==> src/rtl/reg_dump_streamer.sv <==
// Debug read-out engine: walks a register id range on the core debug port and streams (id, value) words.
// Build macro REG_DUMP_SKIP_ZERO_EN: when defined, register 0 is never selected or emitted.
module reg_dump_streamer #(
    parameter int NUM_REGS = 32,
    parameter int ID_W     = 5,
    parameter int DATA_W   = 32,
    parameter int READ_LAT = 1
) (
    input  logic              clock,
    input  logic              reset,
    input  logic              start,
    input  logic [ID_W-1:0]   first_id,
    input  logic [ID_W-1:0]   last_id,
    output logic [ID_W-1:0]   reg_out_id,
    input  logic [DATA_W-1:0] reg_out_data,
    output logic              out_valid,
    input  logic              out_ready,
    output logic [DATA_W-1:0] out_data,
    output logic [ID_W-1:0]   out_id,
    output logic              out_last,
    output logic              busy,
    output logic              done
);
`ifdef REG_DUMP_SKIP_ZERO_EN
    localparam bit SKIP_ZERO = 1'b1;
`else
    localparam bit SKIP_ZERO = 1'b0;
`endif
    localparam logic [ID_W-1:0] TOP_ID = ID_W'(NUM_REGS - 1);
    localparam logic [1:0]      LAT    = 2'(READ_LAT);

    typedef enum logic [2:0] {IDLE, SEL, WAIT, SEND, DONE} state_t;

    state_t          state, state_nx;
    logic [ID_W-1:0] cur, end_id, sel_id, nxt_id, eff_end;
    logic [1:0]      cnt;
    logic            reject_q;
    logic            accept, reject, sel_load, capture, advance, xfer;

    // Id arithmetic: wrap at NUM_REGS-1, optionally hop over register 0.
    always_comb begin
        sel_id  = (SKIP_ZERO && cur == '0) ? ID_W'(1) : cur;
        nxt_id  = (cur == TOP_ID) ? '0 : cur + 1'b1;
        if (SKIP_ZERO && nxt_id == '0)
            nxt_id = ID_W'(1);
        eff_end = (SKIP_ZERO && end_id == '0) ? TOP_ID : end_id;
    end

    always_comb begin
        state_nx = state;
        accept   = 1'b0;
        reject   = 1'b0;
        sel_load = 1'b0;
        capture  = 1'b0;
        advance  = 1'b0;
        xfer     = out_valid && out_ready;
        unique case (state)
            IDLE: begin
                if (start) begin
                    if (int'(first_id) >= NUM_REGS || int'(last_id) >= NUM_REGS) begin
                        reject = 1'b1;
                    end else begin
                        accept   = 1'b1;
                        state_nx = SEL;
                    end
                end
            end
            SEL: begin
                if (SKIP_ZERO && cur == '0 && end_id == '0) begin
                    state_nx = DONE;
                end else begin
                    sel_load = 1'b1;
                    state_nx = WAIT;
                end
            end
            WAIT: begin
                if (cnt == '0) begin
                    capture  = 1'b1;
                    state_nx = SEND;
                end
            end
            SEND: begin
                if (xfer) begin
                    if (out_last) begin
                        state_nx = DONE;
                    end else begin
                        advance  = 1'b1;
                        state_nx = WAIT;
                    end
                end
            end
            DONE:    state_nx = IDLE;
            default: state_nx = IDLE;
        endcase
    end

    always_ff @(posedge clock or posedge reset) begin
        if (reset) begin
            state      <= IDLE;
            cur        <= '0;
            end_id     <= '0;
            cnt        <= '0;
            reject_q   <= 1'b0;
            reg_out_id <= '0;
            out_valid  <= 1'b0;
            out_data   <= '0;
            out_id     <= '0;
            out_last   <= 1'b0;
        end else begin
            state    <= state_nx;
            reject_q <= reject;
            if (accept) begin
                cur    <= first_id;
                end_id <= last_id;
            end
            if (sel_load) begin
                cur        <= sel_id;
                reg_out_id <= sel_id;
                cnt        <= LAT;
            end
            if (state == WAIT && cnt != '0)
                cnt <= cnt - 1'b1;
            if (capture) begin
                out_valid <= 1'b1;
                out_data  <= reg_out_data;
                out_id    <= cur;
                out_last  <= (cur == eff_end);
            end
            if (xfer)
                out_valid <= 1'b0;
            // Next id is selected on the handshake edge itself so the stream
            // sustains one word every READ_LAT+2 cycles with out_ready high.
            if (advance) begin
                cur        <= nxt_id;
                reg_out_id <= nxt_id;
                cnt        <= LAT;
            end
        end
    end

    assign busy = (state != IDLE);
    assign done = (state == DONE) || reject_q;

endmodule

==> config.mk <==
export PLATFORM = sky130hd
export DESIGN_NAME = reg_dump_streamer
export DESIGN_NICKNAME = d
export VERILOG_FILES = /design/src/rtl/reg_dump_streamer.sv
export SDC_FILE = /design/constraint.sdc
export NUM_CORES = 1
export LEC_CHECK = 0
export ABC_AREA = 1
export ABC_CLOCK_PERIOD_IN_PS = 3400
export BUFFER_PORTS_ARGS = -buffer_cell sky130_fd_sc_hd__buf_2
export CAP_MARGIN = 20
export CORE_MARGIN = 2
export CORE_UTILIZATION = 53
export CTS_BUF_LIST = sky130_fd_sc_hd__clkbuf_16
export DETAILED_ROUTE_END_ITERATION = 10
export HOLD_SLACK_MARGIN = 0.1
export PLACE_DENSITY_LB_ADDON = 0.12
export SLEW_MARGIN = 15
export SYNTH_ARGS = -nofsm -noshare
export SYNTH_HDL_FRONTEND = slang
export SYNTH_SLANG_ARGS = --single-unit
export TNS_END_PERCENT = 5
==> constraint.sdc <==
create_clock -name clock -period 3.4 [get_ports clock]
set_input_delay 0.51 -clock clock [delete_from_list [all_inputs] [get_ports clock]]
set_output_delay 0.51 -clock clock [all_outputs]
set_load 0.01 [all_outputs]
=== After elaboration in Yosys (flattened, before gate mapping) ===
Index checks and enable logic that the tools add are counted.
Widths: inputs -> output; s select.

* Add/subtract/negate cells: 2
* Eq/ne operators: 10
* Muxes and demuxes: 24
* Reduce and logical (&&, ||, !) cells: 12

{| class="wikitable"
|+ Operator list
! kind !! count
|-
| $mux 5 || 6
|-
| $mux 3 || 4
|-
| $pmux 3 s4 || 1
|-
| $mux 1 || 10
|-
| $reduce_bool 2->1 || 4
|-
| $eq 3x2->1 const B || 2
|-
| $mux 2 || 3
|-
| $ne 2x2->1 const B || 3
|-
| $reduce_bool 3->1 || 2
|-
| $add 5x1->5 const B || 1
|-
| $eq 5x5->1 || 1
|-
| $eq 5x5->1 const B || 1
|-
| $eq 3x1->1 const B || 1
|-
| $eq 3x3->1 const B || 1
|-
| $logic_not 3->1 || 1
|-
| $reduce_and 3->1 || 1
|-
| $logic_and 1x1->1 || 2
|-
| $logic_not 2->1 || 1
|-
| $ne 2x1->1 const B || 1
|-
| $reduce_and 2->1 || 1
|-
| $sub 2x1->2 const B || 1
|}

* Bits in registers: 59
* Input bits: 46
* Output and inout port bits: 46

=== Logic depth before layout (Yosys ltp) ===
Gate-level depths: netlist of the first run.

* Depth in word-level cells: 5
* Mapped depth: 8
* Gate-level depth less buffers: 8

=== Worst setup path before layout of the first run ===
Ideal clock, no wire load.

* Path kind: reg-to-reg
* Start point: register cur[0]
* End point: register cur[3]
* Data arrival time: 1.218 ns
* Data required time: 3.323 ns
* Slack: 2.105 ns
* Cell stages (with the launch flop): 8
* Path buffers: 0
* Period minus slack after synthesis: 1.295 ns
* Cell sequence: dfrtp_1 > ha_1 > nand2_1 > nor2_1 > ha_1 > nor2_4 > nand2_1 > a21oi_1

* Cells in the longest elaborated chain, start to end: 3
* Elaborated cells on any way between the ends: 4
* Classes of those cells: add/sub: 1; eq/ne: 1; mux: 2

{| class="wikitable"
|+ RTL lines
! what !! line !! text
|-
| start, declared || 35 || <nowiki>logic [ID_W-1:0] cur, end_id, sel_id, nxt_id, eff_end;</nowiki>
|-
| start signal, assigned || 113 || <nowiki>cur <= first_id;</nowiki>
|-
| start signal, assigned || 117 || <nowiki>cur <= sel_id;</nowiki>
|-
| start signal, assigned || 134 || <nowiki>cur <= nxt_id;</nowiki>
|-
| $add 5x1->5 or $eq 5x5->1 (tied branches) || 43 || <nowiki>nxt_id = (cur == TOP_ID) ? '0 : cur + 1'b1;</nowiki>
|-
| $mux 5 * || 43 ||
|-
| $mux 5 * || 133 || <nowiki>if (advance) begin</nowiki>
|}

Every way passes the cells marked *; elsewhere a longest branch is shown, timed or not.
A chain may end at the register's enable or synchronous reset.

=== Worst setup path in the final report of the first run ===
* Start point: register state[2]
* End point: output busy

* Cells in the longest elaborated chain, start to end: 1

{| class="wikitable"
|+ RTL lines
! what !! line !! text
|-
| start, declared || 34 || <nowiki>state_t state, state_nx;</nowiki>
|-
| start signal, assigned || 110 || <nowiki>state <= state_nx;</nowiki>
|-
| $reduce_bool 3->1 || 141 || <nowiki>assign busy = (state != IDLE);</nowiki>
|-
| end, declared || 21 || <nowiki>output logic busy,</nowiki>
|}

No other way between the ends.

==> flow_summary.ini, run 1 <==
[status]
status = completed

[clock_network]
cts_root_buffer = clkbuf_16
post_cts_buffers = 0
cts_resized = 0
cts_buffers = 9
clock_latency_ns = 0.32
numClockSinks = 59
htreeDepth = 3
hold_buffers = 0
cts_tree = done
clk_pin_slew_ns = 0.05
cts_buffer_depth = 2

[sta]
slew_viol_final = 0
setup_tns_ns = 0
tightest_slew_ns = 0.941
hold_slack_ns = 0.383
finalCritPeriodShare_pct = 50.3
grt_setup_unrepaired = no
worst_slew_margin_rel_pct = 37.2
hold_viol = 0
setup_violations = 0
finClkSkew_ns = 0.00394
layout_min_cycle_time_ns = 1.71
max_clock_freq_ghz = 0.585

[final_layout]
regArea_sq_mm = 0.00148
fin_nets = 446
antenna-diode-count = 0
mostFrequentLayoutCell = nand2_1
multi_input_area_sq_um = 875
fin_area_sq_mm = 0.00338
final_cells = 469
fill_cells = 392
mostFrequentLayoutCells = nand2_1, buf_2, dfrtp_1
final_layout_size_suffix_gt1_share_pct = 29.1
syn_to_final_growth_pct = 28.8

[hold_path]
hold_path_depth = 3
min_to = eff_end[2]
min_from = last_id[2]
hold_path.class = in -> reg

[setup_path]
r2r_cells = 7
startpoint_type = flop
path_class = reg -> out
critPathLaunch = state[2]
cp.required_ns = 2.89
r2r_end = out_last
r2r_setup_slack_ns = 1.85
cp-end-kind = output pin
rr_startpoint = cnt[0]
crit_fanout = 6
cp.arrival_ns = 1.20

[die]
std_cell_rows = 25
design.die.area_sq_mm = 0.00553
initial_core_util_pct = 55.2
coreArea_sq_mm = 0.00475
die_y_um = 74.4
io_pins = 92
die_x_um = 74.4

[yosys]
synth_seq_cells = 59
postSynthCellCount = 303
synth_top_area_cell = dfrtp_1
syn_nets = 352
yosys-top-cells-area = dfrtp_1, nand2_1, o21ai_0
synth_area_sq_mm = 0.00263
synth.distinct_cells = 27
ys_seq_area_share_pct = 56.2
yosysWarnings = 0
synth_area_per_cell_sq_um = 8.67
synth_top_area_share_pct = 56.2

[route]
wl_met3_um = 400
routed_wl_mm = 5.73
met1Wirelength_mm = 2.53
drtIter0Drc = 132
top_layer = met4
ant_nets = 0
vias = 2287
vias_per_cell = 4.88
wl_per_cell_um = 12.2
drt_pass1_iterations = 4
wl_met2_mm = 2.72
route.detailed.drc = 0

[global_route]
gr-usage-all-layers_pct = 21.8
grt_pass1_vias = 2102
grt_first_pass_wirelength_mm = 9.02
grt_remaining_overflow = 0
antenna_found_initial = 0
grt_start_max_net_pins = 78

[placement]
port_buffers = 91
place_congestion = 0.834
placed_cells = 453
dp_hpwl_mm = 3.98
dpl_cell_area_sq_mm = 0.00310

[power]
p_leak_nw = 1.95
ir_worst_vdd_mv = 0.487
powerDensity_mw_per_mm2 = 980

[flow_run]
drv_cap = 0
worst max-delay path, stage by stage, from the launching register on:
cell	delay (ns)
dfrtp_1	0.44
nor2_4	0.21
nand2_1	0.09
buf_2	0.14
final cells by class:
cell class | count | share of cell area (%)
multi-input combinational | 182 | 25.9
timing repair buffer | 94 | 14.1
sequential | 59 | 43.7
clock inverter | 7 | 1.55
inverter | 51 | 5.66
clock buffer | 9 | 6.66
tap | 67 | 2.48
metrics by stage:
| stage | total power [mW] | setup WS (ns) | util [%] |
|---|---|---|---|
| after detailed placement | 2.49 | 1.87 | 65.3 |
| after global placement | 2.45 | 1.89 | 65.3 |
| after CTS | 3.34 | 1.68 | 71.1 |
| after floorplan | 2.08 | 1.43 | - |
| final | 3.31 | 1.69 | 71.1 |
| after global routing | 3.59 | 1.60 | 71.1 |
synth_stat cells:
cell,instances
ha_1,3
nor2_4,3
o21ai_2,1
o22ai_1,2
nand2_1,92
or2_2,1
buf_4,1
nand3b_1,2
buf_2,1
nor3_1,3
buf_6,5
o211ai_1,1
nor2_1,8
o21ai_0,40
nand3_1,8
mux2i_1,1
a21oi_2,1
o21ba_2,1
o21ai_1,7
inv_2,1
dfrtp_1,59
clkbuf_1,4
nand2_2,1
nand3_2,3
inv_1,50
nand4_1,2
a21oi_1,2
sequential cells by signal (all words and copies together), names as in the netlist:
name,flops
cnt,2
cur,5
out_last,1
reg_out_id,5
eff_end,5
state,3
out_data,32
out_valid,1
out_id,5
report_power, final:
part | leakage, nW | switching (mW) | internal [mW]
clock network | 0.146 | 0.287 | 0.550
registers | 0.728 | 0.218 | 1.04
logic | 1.07 | 0.734 | 0.484
total | 1.95 | 1.24 | 2.08
worst max-delay path by stage:
stage | end | slack, ns | cells past startpoint
2_1_floorplan | cnt[0] | 1.43 | 1
3_3_place_gp | out_last | 1.89 | 7
3_5_place_dp | out_data[24] | 1.87 | 5
4_1_cts | busy | 1.68 | 3
5_1_grt | busy | 1.60 | 3
6_report | busy | 1.69 | 3
layer usage:
layer	vias to the layer above	GRT usage [%]
met3	8	5.83
met2	98	36.5
met5	-	0
met4	0	9.92
met1	1041	26.6
li1	1140	-
cell families (layout without fill, tap and decap cells):
group | after synthesis | in the layout | synth area share (%)
compound gates | 55 | 55 | 11.1
fa+ha+maj | 3 | 3 | 1.43
buf+inv | 62 | 161 | 10.5
flops | 59 | 59 | 56.2
mux | 1 | 1 | 0.381
simple gates | 123 | 123 | 20.3
Power figures use the tool's default switching activity.
==> inputs of run 2 (changes only) <==
ABC_CLOCK_PERIOD_IN_PS = 1530   (was 3400)
CORE_UTILIZATION = 45   (was 53)
clock period = 1.53 ns   (was 3.4 ns; I/O delays follow)
==> run 2 against run 1 <==
Against the previous run:
- register-to-register slack worse by 1.8 ns
- wire length stayed put
- first-iteration DRC count is 8.3% lower
- global-route usage is 2.7 points lower
- final area is 1.5% higher
- clock skew hardly changed
- via count is 3.6% lower
- combinational power is 130% higher
- sequential share of layout area is 0.65 points lower
- die area is 17% higher
==> flow_summary.ini, run 2 (synthesized netlist as in run 1, its figures left out) <==
[status]
status = completed

[flow_run]
drv_cap = 0

[route]
vias = 2204
drtIter0Drc = 121
vias_per_cell = 4.60
ant_nets = 0
routed_wl_mm = 5.73
route.detailed.drc = 0
wl_per_cell_um = 12.0
drt_pass1_iterations = 4

[setup_path]
r2r_setup_slack_ns = 0.09
cp-end-kind = output pin
critPathLaunch = state[2]
crit_fanout = 6
path_depth = 3
critPathBufInv = 1
cp_top_family = flip-flops
cp_cell_sequence = nor2_4, nand2_1, buf_2
r2r_end = cur[3]
path_class = reg -> out
startpoint_type = flop
crit_end = busy
slowest_stage = dfrtp_1
cp.required_ns = 1.30
rr_startpoint = cur[0]
r2r_cells = 7
cp.arrival_ns = 1.22
slowest_delay_ns = 0.44

[power]
powerDensity_mw_per_mm2 = 2120
intPower_mw = 4.51
pwr-share-seq_pct = 38.0
pwr-share-clk_pct = 23.0
p_sw_mw = 2.76
p_leak_nw = 1.96
comb_power_share_pct = 38.9
swShare_pct = 38.0
ir_worst_vdd_mv = 1.14
power_mw = 7.28

[final_layout]
mostFrequentLayoutCell = nand2_1
mostFrequentLayoutCells = nand2_1, buf_2, dfrtp_1
final_layout_size_suffix_gt1_share_pct = 29.7
antenna-diode-count = 0
fill_cells = 495
multi_input_area_sq_um = 880
top_register = out_data
regArea_sq_mm = 0.00148
fin_area_sq_mm = 0.00343
fin_nets = 452
largest_reg_flops = 32
syn_to_final_growth_pct = 30.7

[sta]
hold_slack_ns = 0.110
worst_slack_ns = 0.0796
worst_slew_margin_rel_pct = 79.0
finalCritPeriodShare_pct = 94.8
hold_viol = 0
finClkSkew_ns = 0.00400
grt_setup_unrepaired = no
tightest_slew_ns = 0.315
max_clock_freq_ghz = 0.689
setup_tns_ns = 0
layout_min_cycle_time_ns = 1.45
slew_viol_final = 0
setup_violations = 0

[clock_network]
clock_latency_ns = 0.31
cts_buffer_depth = 2
numClockSinks = 59
post_cts_buffers = 0
cts_root_buffer = clkbuf_16
htreeDepth = 3
cts_buffers = 9
cts_tree = done
clk_pin_slew_ns = 0.05

[hold_path]
hold_path_depth = 3
hold_path.class = in -> reg

[global_route]
grt_start_max_net_pins = 60
grt_pass1_vias = 2094
grt_first_pass_wirelength_mm = 9.35
grt_remaining_overflow = 0
gr-usage-all-layers_pct = 19.2
antenna_found_initial = 0

[placement]
dpl_cell_area_sq_mm = 0.00316
pre_cts_slack_ns = 0.135
place_congestion = 0.822
dp_hpwl_mm = 4.07
port_buffers = 91

[die]
die_y_um = 80.4
die_x_um = 80.4
design.die.area_sq_mm = 0.00646
coreArea_sq_mm = 0.00557
io_pins = 92
initial_core_util_pct = 47.1
std_cell_rows = 27
run 2: cell count changes in the layout (fill, tap and decap cells not counted), sizes merged:
cell / previous run / this run
buf: 94 / 98
clkinvlp: 0 / 2
dlygate4sd3: 0 / 2
inv: 54 / 52
bufinv: 1 / 0
run 2: timing repair:
| item | in CTS | in global routing |
|---|---|---|
| hold buffers | 1 | 1 |
| endpoints found under the setup margin | 0 | 3 |
| endpoints found under the hold margin | 59 | 1 |
| gates resized for setup | 0 | 1 |
run 2: worst min-delay path by stage:
stage,start,endpoint
final,last_id[3],eff_end[3]
after global routing,last_id[2],eff_end[2]
after CTS,last_id[3],eff_end[3]
after detailed placement,reset,out_data[13]
after global placement,reset,out_data[12]
after floorplan,out_ready,out_valid
run 2: area by class of cell:
class                           count  area share, %
Inverter                           51           5.69
Clock inverter                      6          0.765
Tap cell                           72           2.62
Timing Repair Buffer              100           15.7
Clock buffer                        9           6.56
Multi-Input combinational cell    182           25.6
Sequential cell                    59           43.0
run 2: worst register-to-register path, stage by stage (launching register included):
cell	delay, ns
dfrtp_1	0.43
ha_1	0.24
nand2_1	0.08
nor2_1	0.05
ha_1	0.21
nor2_4	0.13
nand2_1	0.09
a21oi_1	0.14
run 2: metrics by stage:
step | util [%] | cells
after CTS | 61.3 | 478
after floorplan | - | 303
final | 61.6 | 479
after global routing | 61.6 | 479
after global placement | 56.6 | 462
after detailed placement | 56.6 | 462
run 2: power by group through the flow:
stage | Clock (mW) | Combinational (mW) | Sequential [mW]
global placement | 0 | 2.79 | 2.77
detailed placement | 0 | 2.84 | 2.78
finish | 1.68 | 2.83 | 2.77
floorplan | 0 | 1.62 | 3.01
CTS | 1.73 | 2.86 | 2.77
global route | 1.81 | 3.27 | 2.87
run 2: per-layer routing:
metal / wire, um / global-route usage (%) / up-vias
met1: 2750 / 25.9 / 985
li1: - / - / 1142
met4: 72 / 8.81 / 0
met2: 2580 / 29.2 / 68
met5: 0 / 0 / -
met3: 330 / 4.61 / 9
==> inputs of run 3 (changes only) <==
ABC_AREA = default   (was 1)
CORE_UTILIZATION = 44   (was 45)
==> run 3 against run 2 <==
Against the previous run:
- the flow now finishes with violations (setup timing)
- worst hold slack better by 0.021 ns
- non-clock buffer count up 24
- setup slack worse by 0.12 ns
- clock power is essentially flat
- clock skew about the same
- core utilization is 6.0 points higher
- combinational power grew 29%
- final area grew 9.1%
- sequential cell count is the same
- highest routed layer unchanged
==> flow_summary.ini, run 3 <==
[status]
status = finished with violations
violations = setup timing

[final_layout]
fin_nets = 355
final_cells = 383
mostFrequentLayoutCells = buf_2, dfrtp_1, buf_4
final_layout_size_suffix_gt1_share_pct = 63.7
mostFrequentLayoutCell = buf_2
antenna-diode-count = 0
top_register = out_data
fill_cells = 423
syn_to_final_growth_pct = 48.3
largest_reg_flops = 32

[power]
intPower_mw = 5.48
pwr-share-seq_pct = 34.1
swShare_pct = 32.1
p_sw_mw = 2.59
pwr-share-clk_pct = 20.7
comb_power_share_pct = 45.1
ir_worst_vdd_mv = 1.14
p_leak_nw = 1.80
powerDensity_mw_per_mm2 = 2150

[route]
ant_nets = 0
route.detailed.drc = 0
drtIter0Drc = 70
routed_wl_mm = 5.80
wl_per_cell_um = 15.1
vias_per_cell = 5.01
vias = 1918
drt_pass1_iterations = 4

[global_route]
groute.layer.met3.usage_pct = 5.77
gr-usage-all-layers_pct = 18.1
grt.met2_usage_pct = 27.8
top_usage_layer = met2
grt_pass1_vias = 1870
antenna_found_initial = 0
grt_start_max_net_pins = 42
grt_use_met1_pct = 23.8
grt_remaining_overflow = 0
grt_first_pass_wirelength_mm = 8.82

[setup_path]
cp.required_ns = 1.72
startpoint_type = flop
r2r_end = eff_end[1]
cp-end-kind = flop
slowest_stage = dfrtp_2
cp_cell_sequence = buf_6, nor4b_4, buf_4, mux2_2
cp_top_family = flip-flops
crit_fanout = 5
critPathBufInv = 2
r2r_setup_slack_ns = -0.04
rr_startpoint = state[0]
r2r_cells = 4
slowest_delay_ns = 0.43
path_class = reg -> reg
cp.arrival_ns = 1.77

[hold_path]
hold_path_depth = 2
min_to = out_data[10]
hold_path.class = in -> reg
min_from = reg_out_data[10]

[die]
coreArea_sq_mm = 0.00554
die_x_um = 79.8
std_cell_rows = 27
design.die.area_sq_mm = 0.00636
io_pins = 92
die_y_um = 79.8
initial_core_util_pct = 45.6

[clock_network]
cts_root_buffer = clkbuf_16
clk_pin_slew_ns = 0.05
cts_tree = done
cts_buffers = 9
clock_latency_ns = 0.31
numClockSinks = 59
cts_buffer_depth = 2
htreeDepth = 3

[sta]
worst_slack_ns = -0.0421
tightest_slew_ns = 0.522
grt_setup_unrepaired = yes
hold_viol = 0
max_clock_freq_ghz = 0.636
finClkSkew_ns = 0.00428
worst_slew_margin_rel_pct = 65.2
setup_violations = 28
hold_slack_ns = 0.131
setup_tns_ns = -0.319
finalCritPeriodShare_pct = 103
layout_min_cycle_time_ns = 1.57
slew_viol_final = 0

[yosys]
synth-async-reset-ratio_pct = 100
yosysMostFrequentCell = dfrtp_1
ys.flop_type = dfrtp_1
synth_area_per_cell_sq_um = 13.9
postSynthCellCount = 182
synth_top_area_share_pct = 58.5
synth_seq_cells = 59
synth_area_sq_mm = 0.00252
yosys-top-cells-area = dfrtp_1, mux2_2, mux2i_1
syn_nets = 231
synth.distinct_cells = 36
synth_top_area_cell = dfrtp_1
ys_seq_area_share_pct = 58.5
synth_top_cells_by_count = dfrtp_1, mux2_2, mux2i_1, buf_2, xnor2_1
synth_edf_count = 0
yosysWarnings = 0

[placement]
place_congestion = 0.818
placed_cells = 359
port_buffers = 91
dp_hpwl_mm = 3.79

[flow_run]
drv_cap = 0
-- run 3: cell types whose count changed in the layout (fill, tap and decap cells not counted), sizes merged, moves of 6 or more --
| cell | delta |
|---|---|
| nand2 | -92 |
| inv | -46 |
| o21ai | -45 |
| mux2 | +42 |
| buf | +25 |
| mux2i | +13 |
| nand3 | -7 |
| nor2 | -7 |
| xnor2 | +6 |
-- run 3: kinds of logic (layout without fill, tap and decap cells) --
| kind of cell | count (synthesis) | after routing | synth area share [%] |
|---|---|---|---|
| multiplexers | 56 | 56 | 24.3 |
| AND/OR/NAND/NOR | 30 | 30 | 7.63 |
| flip-flops | 59 | 59 | 58.5 |
| adder cells (fa/ha/maj) | 3 | 3 | 1.49 |
| AO/OA/AOI/OAI | 13 | 13 | 3.07 |
| buffers and inverters | 15 | 144 | 2.97 |
| XOR/XNOR | 6 | 6 | 2.08 |
-- run 3: worst max-delay path by stage --
stage          slack, ns  depth (start not counted)             to     start
2_1_floorplan      -0.14                          5  reg_out_id[2]    cur[0]
3_3_place_gp       -0.05                          5  reg_out_id[2]    cur[0]
3_5_place_dp       -0.11                          5         cur[2]    cur[0]
4_1_cts            -0.02                          5         cur[2]    cur[1]
5_1_grt            -0.07                          5    out_data[6]    cnt[0]
6_report           -0.04                          4     eff_end[1]  state[0]
-- run 3: metal layers --
layer,up-vias,wire (um),part of all wire [%]
met5,-,0,0
met2,74,2700,47
li1,904,-,-
met3,14,453,7.8
met4,0,141,2.4
met1,926,2510,43
-- run 3: timing repair --
| item | CTS | global route |
|---|---|---|
| pin swaps | 1 | 6 |
| buffers inserted | 5 | 3 |
| gates cloned | 0 | 1 |
| setup endpoints to repair | 24 | 54 |
| hold endpoints to repair | 18 | 0 |
| hold buffers | 1 | 0 |
| resized for setup | 10 | 42 |
-- run 3: worst reg2reg max path, delay by kind of cell, from the launching register on --
kind	cells	cell delay (ns)
flip-flops	1	0.43
buffers and inverters	2	0.38
multiplexers	1	0.34
AND/OR/NAND/NOR	1	0.31
-- run 3: per-stage QoR --
step           utilization, %  area, sq um  power [mW]  worst slack (ns)
2_1_floorplan               -         2530        4.61            -0.143
3_3_place_gp             58.4         3230        5.82           -0.0543
3_5_place_dp             58.4         3230        5.88            -0.105
4_1_cts                  64.5         3580        7.68           -0.0207
5_1_grt                  67.6         3740        8.59           -0.0744
6_report                 67.6         3740        8.06           -0.0421
-- run 3: layout make-up --
| class | instances | area [sq um] | share of cell area, % |
|---|---|---|---|
| Multi-Input combinational cell | 108 | 1140 | 30.3 |
| Tap cell | 72 | 90.1 | 2.41 |
| Clock inverter | 7 | 28.8 | 0.768 |
| Inverter | 4 | 18.8 | 0.501 |
| Sequential cell | 59 | 1480 | 39.5 |
| Timing Repair Buffer | 124 | 766 | 20.4 |
| Clock buffer | 9 | 225 | 6.01 |
-- run 3: power by group through the flow --
stage	Combinational [mW]	Clock (mW)	Sequential (mW)
finish	3.64	1.67	2.75
global route	3.94	1.80	2.85
CTS	3.24	1.70	2.74
detailed placement	3.14	0	2.74
global placement	3.10	0	2.72
floorplan	1.59	0	3.02
